`config.mk`:
```
export PLATFORM = sky130hd
export DESIGN_NAME = pipe_stage_skid_flat
export DESIGN_NICKNAME = d
export VERILOG_FILES = /design/src/rtl/pipe_pkg.sv /design/src/rtl/pipe_stage_skid_if.sv /design/src/rtl/sat_counter.sv /design/src/rtl/pipe_stage_skid.sv /design/src/flat_wrapper.sv
export SDC_FILE = /design/constraint.sdc
export NUM_CORES = 1
export LEC_CHECK = 0
export BUFFER_PORTS_ARGS = -buffer_cell sky130_fd_sc_hd__buf_2
export CAP_MARGIN = 0
export CORE_MARGIN = 5
export CORE_UTILIZATION = 50
export CTS_CLUSTER_SIZE = 40
export DETAILED_ROUTE_END_ITERATION = 10
export GPL_TIMING_DRIVEN = 0
export PLACE_DENSITY = 0.81
export REMOVE_ABC_BUFFERS = 1
export SYNTH_ARGS = -nofsm -noshare
export SYNTH_HDL_FRONTEND = slang
export SYNTH_SLANG_ARGS = --single-unit
```
`constraint.sdc`:
```
create_clock -name clk -period 2.5 [get_ports clk]
set_input_delay 0.5 -clock clk [delete_from_list [all_inputs] [get_ports clk]]
set_output_delay 0.5 -clock clk [all_outputs]
set_load 0.05 [all_outputs]
```
`src/rtl/pipe_pkg.sv`:
```
// Shared types and per-boundary widths for the pipeline-stage registers.
package pipe_pkg;

  // Occupancy of a stage: nothing held, main entry only, or main plus skid entry.
  typedef enum logic [1:0] {
    EMPTY = 2'd0,
    ONE   = 2'd1,
    FULL  = 2'd2
  } skid_state_e;

  // Per-boundary widths; each stage instance picks the pair for its boundary.
  localparam int unsigned IF_ID_CTRL_W  = 1;   // {valid_instr}
  localparam int unsigned IF_ID_DATA_W  = 64;  // pc 32 + instr 32
  localparam int unsigned ID_EX_CTRL_W  = 9;   // alu_op, alu_src, branch, mem_*, reg_*
  localparam int unsigned ID_EX_DATA_W  = 133; // pc 32 + rs 32 + rt 32 + imm 32 + reg_dest 5
  localparam int unsigned EX_MEM_CTRL_W = 5;   // branch, mem_read, mem_write, mem_to_reg, reg_write
  localparam int unsigned EX_MEM_DATA_W = 102; // alu 32 + store 32 + target 32 + zero 1 + reg_dest 5
  localparam int unsigned MEM_WB_CTRL_W = 2;   // {mem_to_reg, reg_write}
  localparam int unsigned MEM_WB_DATA_W = 69;  // read_data 32 + address 32 + reg_dest 5

endpackage

```
`src/rtl/pipe_stage_skid_if.sv`:
```
// Valid/ready handshake bundle carrying one control field and one payload.
interface pipe_stage_skid_if #(
  parameter int unsigned CTRL_W = 2,
  parameter int unsigned DATA_W = 69
);

  logic              valid;
  logic              ready;
  logic [CTRL_W-1:0] ctrl;
  logic [DATA_W-1:0] data;

  // Producer side drives the entry, consumer side drives ready.
  modport master (output valid, output ctrl, output data, input ready);
  modport slave  (input valid, input ctrl, input data, output ready);

endinterface

```
`src/rtl/sat_counter.sv`:
```
// Saturating event counter: counts up on inc, sticks at all-ones, cleared only by reset.
module sat_counter #(
  parameter int unsigned STAT_W = 16
) (
  input  logic              clk,
  input  logic              rst,
  input  logic              inc,
  output logic [STAT_W-1:0] count
);

  localparam logic [STAT_W-1:0] One = STAT_W'(1);

  logic [STAT_W-1:0] count_q, count_d;

  // Next count: step by one unless already at the ceiling.
  always_comb begin
    count_d = count_q;
    if (inc && (count_q != '1)) begin
      count_d = count_q + One;
    end
  end

  // Counter register.
  always_ff @(posedge clk or negedge rst) begin
    if (!rst) begin
      count_q <= '0;
    end else begin
      count_q <= count_d;
    end
  end

  assign count = count_q;

endmodule

```
`src/rtl/pipe_stage_skid.sv`:
```
// Pipeline-stage register with a two-entry skid buffer, registered in_ready,
// synchronous flush, bubble-masked control and a saturating stall counter.
module pipe_stage_skid
  import pipe_pkg::*;
#(
  parameter int unsigned CTRL_W = MEM_WB_CTRL_W,
  parameter int unsigned DATA_W = MEM_WB_DATA_W,
  parameter int unsigned STAT_W = 16
) (
  input  logic              clk,
  input  logic              rst,
  input  logic              flush,
  pipe_stage_skid_if.slave  in_if,
  pipe_stage_skid_if.master out_if,
  output logic [STAT_W-1:0] stall_cnt
);

  skid_state_e       state_q, state_d;
  logic [CTRL_W-1:0] main_ctrl_q, main_ctrl_d;
  logic [DATA_W-1:0] main_data_q, main_data_d;
  logic [CTRL_W-1:0] skid_ctrl_q, skid_ctrl_d;
  logic [DATA_W-1:0] skid_data_q, skid_data_d;

  logic in_ready;
  logic out_valid;
  logic push;
  logic pop;

  // Both flags decode straight from the state flop, so ready has no path from out_ready.
  assign in_ready  = (state_q != FULL);
  assign out_valid = (state_q != EMPTY);
  assign push      = in_if.valid & in_ready;
  assign pop       = out_valid & out_if.ready;

  // State and entry registers; reset drops anything held.
  always_ff @(posedge clk or negedge rst) begin
    if (!rst) begin
      state_q     <= EMPTY;
      main_ctrl_q <= '0;
      main_data_q <= '0;
      skid_ctrl_q <= '0;
      skid_data_q <= '0;
    end else begin
      state_q     <= state_d;
      main_ctrl_q <= main_ctrl_d;
      main_data_q <= main_data_d;
      skid_ctrl_q <= skid_ctrl_d;
      skid_data_q <= skid_data_d;
    end
  end

  // Next state and entry moves; skid only ever refills main, keeping FIFO order.
  always_comb begin
    state_d     = state_q;
    main_ctrl_d = main_ctrl_q;
    main_data_d = main_data_q;
    skid_ctrl_d = skid_ctrl_q;
    skid_data_d = skid_data_q;

    if (flush) begin
      // Flush beats a same-cycle push; payload is left in place as the idle value.
      state_d     = EMPTY;
      main_ctrl_d = '0;
      skid_ctrl_d = '0;
    end else begin
      case (state_q)
        EMPTY: begin
          if (push) begin
            main_ctrl_d = in_if.ctrl;
            main_data_d = in_if.data;
            state_d     = ONE;
          end
        end
        ONE: begin
          if (push && pop) begin
            main_ctrl_d = in_if.ctrl;
            main_data_d = in_if.data;
          end else if (push) begin
            skid_ctrl_d = in_if.ctrl;
            skid_data_d = in_if.data;
            state_d     = FULL;
          end else if (pop) begin
            state_d = EMPTY;
          end
        end
        FULL: begin
          if (pop) begin
            main_ctrl_d = skid_ctrl_q;
            main_data_d = skid_data_q;
            state_d     = ONE;
          end
        end
        default: begin
          state_d = EMPTY;
        end
      endcase
    end
  end

  // Outputs; control is zeroed on bubbles so an idle slot never writes anything.
  always_comb begin
    in_if.ready  = in_ready;
    out_if.valid = out_valid;
    out_if.ctrl  = out_valid ? main_ctrl_q : '0;
    out_if.data  = main_data_q;
  end

  sat_counter #(
    .STAT_W(STAT_W)
  ) u_stall_cnt (
    .clk  (clk),
    .rst  (rst),
    .inc  (out_valid & ~out_if.ready),
    .count(stall_cnt)
  );

endmodule
```
`src/flat_wrapper.sv`:
```
// flat-port wrapper written by rule: the top's interface ports become plain ports
module pipe_stage_skid_flat import pipe_pkg::*;
#(
  parameter int unsigned CTRL_W = MEM_WB_CTRL_W,
  parameter int unsigned DATA_W = MEM_WB_DATA_W,
  parameter int unsigned STAT_W = 16
)
  (clk, rst, flush, stall_cnt, in_if_valid, in_if_ctrl, in_if_data, in_if_ready, out_if_valid, out_if_ctrl, out_if_data, out_if_ready);
  pipe_stage_skid_if #(.CTRL_W(CTRL_W), .DATA_W(DATA_W)) in_if_i ();
  pipe_stage_skid_if #(.CTRL_W(CTRL_W), .DATA_W(DATA_W)) out_if_i ();
  input  logic clk;
  input  logic rst;
  input  logic flush;
  output logic [STAT_W-1:0] stall_cnt;
  input wire logic [$bits(in_if_i.valid)-1:0] in_if_valid;
  input wire logic [$bits(in_if_i.ctrl)-1:0] in_if_ctrl;
  input wire logic [$bits(in_if_i.data)-1:0] in_if_data;
  output wire logic [$bits(in_if_i.ready)-1:0] in_if_ready;
  output wire logic [$bits(out_if_i.valid)-1:0] out_if_valid;
  output wire logic [$bits(out_if_i.ctrl)-1:0] out_if_ctrl;
  output wire logic [$bits(out_if_i.data)-1:0] out_if_data;
  input wire logic [$bits(out_if_i.ready)-1:0] out_if_ready;
  assign in_if_i.valid = in_if_valid;
  assign in_if_i.ctrl = in_if_ctrl;
  assign in_if_i.data = in_if_data;
  assign in_if_ready = in_if_i.ready;
  assign out_if_valid = out_if_i.valid;
  assign out_if_ctrl = out_if_i.ctrl;
  assign out_if_data = out_if_i.data;
  assign out_if_i.ready = out_if_ready;
  pipe_stage_skid #(.CTRL_W(CTRL_W), .DATA_W(DATA_W), .STAT_W(STAT_W)) u_core (.clk(clk), .rst(rst), .flush(flush), .in_if(in_if_i), .out_if(out_if_i), .stall_cnt(stall_cnt));
endmodule
```
After elaboration in Yosys (flattened, before gate mapping):

Cells that the tools add are included.

* logic and storage cells: 59
* bits of input ports: 76
* output and inout bits: 89
* bits in registers: 160

* bitwise operators: 6
* add/sub/neg operators: 1
* equality and inequality tests: 13
* mux-type cells: 20
* reductions and logical operators: 13

Operators by type and width (number)
* 69-bit two-way mux: 3
* 69-bit one-hot mux with 3 select lines: 1
* 2-bit two-way mux: 14
* 16-bit by 1-bit adder with 16-bit output (second input constant): 1
* 16-bit != test (second input constant): 1
* 2-bit one-hot mux with 3 select lines: 2
* 4-bit AND reduction: 3
* 3-bit by 2-bit != test with 1-bit output (second input constant): 3
* 2-bit by 1-bit != test with 1-bit output (second input constant): 3
* 2-bit nonzero test: 3
* 5-bit AND reduction: 1
* 2-bit != test (second input constant): 2
* 4-bit by 2-bit != test with 1-bit output (second input constant): 1
* 4-bit nonzero test: 1
* 1-bit bitwise AND: 3
* 3-bit != test (second input constant): 1
* 1-bit inverter: 3
* 3-bit AND reduction: 1
* 3-bit nonzero test: 1
* 2-bit by 1-bit equality test with 1-bit output (second input constant): 1
* 2-bit equality test (second input constant): 1
* 1-bit logical AND: 2
* 2-bit zero test: 1

Longest topological paths before layout:

* word-level depth: 7
* depth in mapped cells: 8
* depth with buffers taken out: 5

Modules after synthesis:

A second synthesis with hierarchy kept.

* cell total of the unflattened synthesis: 498
* area total of the unflattened synthesis: 7262.0 um2

Modules (own cells, without submodules)
* pipe_stage_skid: cells an instance 426, instances 1, sequential area each 3603.5 um2, area each 6402.4 um2
* sat_counter: cells an instance 72, instances 1, sequential area each 400.4 um2, area each 859.6 um2

Worst setup path before layout:

No wires, ideal clock.

* path type: register to register
* from: register u_core.u_stall_cnt.count_q[0] (netlist: u_core.u_stall_cnt.count[0])
* to: register u_core.u_stall_cnt.count_q[14] (netlist: u_core.u_stall_cnt.count[14])
* setup time: 0.143 ns
* stages on the path, launching flop included: 6
* required time: 2.357 ns
* arrival: 1.845 ns
* period minus slack after synthesis: 1.987 ns
* path slack: 0.513 ns
* path buffers: 0
* cells stage by stage: dfrtp_1 ha_1 nand4_1 nor4_1 nand4_1 xnor2_1

* cells in the longest elaborated chain, start to end: 2
* elaborated cells on any way between the ends: 3
* those cells by class: add/sub (1); eq/ne (1); reduce/logical (1)

RTL lines
* from (decl): line sat_counter.sv:13 `logic [STAT_W-1:0] count_q, count_d;`
* from (signal assigned): line sat_counter.sv:28 `count_q <= count_d;`
* branches (longest 2 deep; another with 16-bit by 1-bit adder with 16-bit output)

Parallel ways; which one is timed is not known.
A chain may end at the register's enable or synchronous reset.

Worst setup path in the final report:

* from: register u_core.state_q[1]
* to: register u_core.main_data_q[0] (netlist: u_core.out_if.data[0])

* cells in the longest elaborated chain, start to end: 5
* elaborated cells on any way between the ends: 14
* those cells by class: eq/ne (6); mux (1); bitwise (2); reduce/logical (5)

RTL lines
* from (decl): line pipe_stage_skid.sv:18 `skid_state_e state_q, state_d;`
* from (signal assigned): line pipe_stage_skid.sv:44 `state_q <= state_d;`
* 2-bit != test / 2-bit nonzero test (equally long branches): line pipe_stage_skid.sv:30, pipe_stage_skid.sv:31
* 1-bit bitwise AND, on equally long branches: line pipe_stage_skid.sv:32, pipe_stage_skid.sv:33
* 1-bit logical AND: line pipe_stage_skid.sv:75 `if (push && pop) begin`
* 2-bit by 1-bit != test with 1-bit output (no line)
* 5-bit AND reduction (no line)
* to (signal assigned): line pipe_stage_skid.sv:46 `main_data_q <= main_data_d;`
* to (decl): line pipe_stage_skid.sv:20 `logic [DATA_W-1:0] main_data_q, main_data_d;`

Several ways; a longest one is shown, not always the timed one.

==> impl_metrics.csv <==
group,metric,value,unit
floorplanning,fp.dieW,130,um
placement,place_inst,948,
grt,grt_pass1_vias,5224,
cells_and_area,area_growth,23.4,%
yosys,avgSynthCellArea,11.5,um^2
sta,fmax,432,MHz
drt,drt_iter0_markers,233,
floorplanning,dieArea,16900,um^2
drt,firstDrtPassIters,4,
cells_and_area,nets,865,
pwr,switchingPower,0.00286,W
pwr,p_clk_frac,0.327,
cells_and_area,drive_gt1_frac,0.443,
clock_tree,cts-root-buf,"clkbuf_16",
yosys,async_flop_share,1.00,
cells_and_area,instances_no_fill,985,
grt,grt_busiest_layer,"met2",
grt,grt_first_pass_wirelength,26000,um
yosys,netlist_area,7220,um^2
pwr,p_seq_frac,0.407,
placement,io_buffers,164,
sta,fin_skew,10.8,ps
sta,rsz0062_at_grt,"no",
clock_tree,cts_tree,"built",
grt,globalRouteOverflowTotal,0,
sta,final_max_slew_viol_count,0,
pwr,swShare,0.330,
clock_tree,h-tree-depth,4,
pwr,power.total,0.00866,W
grt,grt_usage,0.193,
setup_path,crit_arrival,2610,ps
sta,whs,73.1,ps
drt,drt_wl_total,15900,um
drt,vias,5056,
setup_path,critPathMaxFanout,27,
pwr,internal_power,0.00580,W
sta,relSlewSlack,0.372,
clock_tree,cts_buffers,17,
clock_tree,clock_latency,410,ps
grt,met3_usage,0.0553,
floorplanning,pin_count,165,
pwr,power.density,972,nW/um^2
setup_path,required,2800,ps
run,cap_violations,0,
clock_tree,cts.sinks,160,
sta,worstMarginPinSlew,937,ps
pwr,comb_power_share,0.266,
setup_path,critical_path.cell_chain,"mux2i_2 -> o21ai_2 -> nor2b_4 -> buf_12 -> mux2_2",
sta,fin_crit_sh,0.925,
floorplanning,die_y,130,um
yosys,ys.flop_type,"dfrtp_1",
grt,grt_max_degree,87,
cells_and_area,antenna_cells,0,
yosys,syn_inst,626,
setup_path,cpMaxStageDelayCell,"nor2b_4",
setup_path,regToRegSetupSlack,190,ps
floorplanning,core,14400,um^2
sta,hold_viol_final,0,
drt,drc,0,
grt,grt_util_met2,0.320,
placement,place_hpwl,10300,um
clock_tree,cts.path.max_buffers,2,
setup_path,critPathMaxStageDelay,600,ps
placement,gp_congestion,0.766,
yosys,seq_area_frac_synth,0.554,
yosys,ys_types,42,
grt,antenna_found_initial,0,
yosys,ys_ff_latch,160,
yosys,yosysWarnings,0,
drt,ant_nets,0,
floorplanning,start_util,0.503,
sta,period_needed,2310,ps
floorplanning,rows,44,
hold_path,hold_class,"in2async",
pwr,p_leak,4.41,nW
setup_path,cp-end-kind,"register",
sta,setup_tns,0,ps
clock_tree,path_clk_slew,60,ps
drt,vias_per_cell,5.13,
grt,use_met1,0.248,
drt,wl_per_cell,16.2,um
run_status,outcome,"finished clean",
yosys,synth_edf_count,0,
setup_path,critical_path_class,"reg2reg",
sta,setup_viol,0,
setup_path,crit_path_start_kind,"register",
pwr,ir_drop,0.581,mV
synth_stat cells (all sizes together) (2+ instances only):
| library cell | count | area [um^2] |
|---|---|---|
| a21oi | 2 | 10.0 |
| a311oi | 2 | 17.5 |
| and2 | 2 | 12.5 |
| and3 | 2 | 12.5 |
| and4 | 3 | 26.3 |
| buf | 23 | 188 |
| clkbuf | 9 | 33.8 |
| dfrtp | 160 | 4000 |
| inv | 2 | 7.50 |
| mux2 | 139 | 1640 |
| mux2i | 4 | 43.8 |
| nand2 | 221 | 830 |
| nand3 | 6 | 30.0 |
| nand4 | 6 | 37.5 |
| nor2 | 9 | 33.8 |
| nor2b | 3 | 26.3 |
| nor3 | 5 | 25.0 |
| nor4 | 3 | 18.8 |
| o21ai | 2 | 13.8 |
| xnor2 | 6 | 52.6 |
| xor2 | 5 | 43.8 |
final cells by class:
type                       instances  area [um^2]
clock buffer                      19          443
clock inverter                    13          210
fill                            1120         5460
inverter                           2         20.0
multi-input combinational        433         3010
sequential                       160         4000
tap                              184          230
timing repair buffer             173          981
timing repair inverter             1         8.76
critical path: cells and delay by family, from the launching register on:
family,cells,cell delay [ps]
AO/OA/AOI/OAI,1,220
AND/OR/NAND/NOR,1,600
buffers and inverters,1,290
flip-flops,1,490
multiplexers,2,590
worst paths after layout:
check / start / endpoint / cells after the start
max: u_core.state_q[1] / u_core.out_if.data[0] / 5
min: rst / u_core.u_stall_cnt.count[8] / 1
max reg2reg: u_core.state_q[1] / u_core.out_if.data[0] / 5
min reg2reg: u_core.out_if.data[20] / u_core.out_if.data[20] / 1
max in group asynchronous: rst / u_core.skid_data_q[64] / 2
min in group clk: in_if_data[5] / u_core.skid_data_q[5] / 2
routing by layer:
metal	wire length [um]	vias up
met4	176	0
met1	6920	2489
met3	986	17
met5	0	-
li1	-	2424
met2	7850	126
registers in the layout (all words and copies together), names as in the netlist:
| signal | flops |
|---|---|
| u_core.main_ctrl_q | 2 |
| u_core.skid_ctrl_q | 2 |
| u_core.state_q | 2 |
| u_core.out_if.data | 69 |
| u_core.u_stall_cnt.count | 16 |
| u_core.skid_data_q | 69 |
stage by stage:
step / worst slack (ps) / area (um^2) / util
final: 187 / 8910 / 0.620
after global routing: 43.0 / 8910 / 0.620
after CTS: 58.8 / 8880 / 0.618
after detailed placement: -642 / 8210 / 0.571
after global placement: -5770 / 8050 / 0.560
after floorplan: -2320 / 7000 / -
logic make-up (layout without fill, tap and decap cells):
family | after synthesis | after routing | synth area share
and+or+nand+nor | 264 | 265 | 0.151
DFF | 160 | 160 | 0.554
muxes | 143 | 143 | 0.233
buffers and inverters | 34 | 208 | 0.0317
AOI/OAI and AO/OA | 13 | 13 | 0.0149
xor gates and xnor gates | 11 | 11 | 0.0133
adders and majority gates | 1 | 1 | 0.00173
power by group through the flow:
stage / Clock [W] / Combinational, W / Sequential [W]
finish: 0.00284 / 0.00230 / 0.00352
global route: 0.00302 / 0.00245 / 0.00361
CTS: 0.00290 / 0.00232 / 0.00353
detailed placement: 0 / 0.00231 / 0.00356
global placement: 0 / 0.00226 / 0.00352
floorplan: 0 / 0.000770 / 0.00446
repair_timing:
item | 4_1_cts | 5_1_grt
gates resized for setup | 4 | 1
hold buffers | 0 | 0
gates cloned | 1 | 1
setup buffers | 1 | 2
setup endpoints to repair | 73 | 1
cell usage in the layout (no fill, tap or decap), types with 2 or more instances in the layout:
master,instances
nor4_1,3
and4_1,3
nor2b_4,3
mux2_4,20
clkinv_2,2
dfrtp_1,160
inv_6,2
clkbuf_16,17
buf_12,5
a21oi_1,2
xor2_1,5
xnor2_1,6
mux2i_1,3
nand2_1,221
and3_1,2
nand4_1,6
buf_4,3
mux2_2,119
and2_1,2
bufinv_16,5
buf_2,163
a311oi_1,2
clkinv_4,3
nand3_1,6
nor3_1,5
nor2_1,9
clkinvlp_4,2
Power figures use the tool's default switching activity.
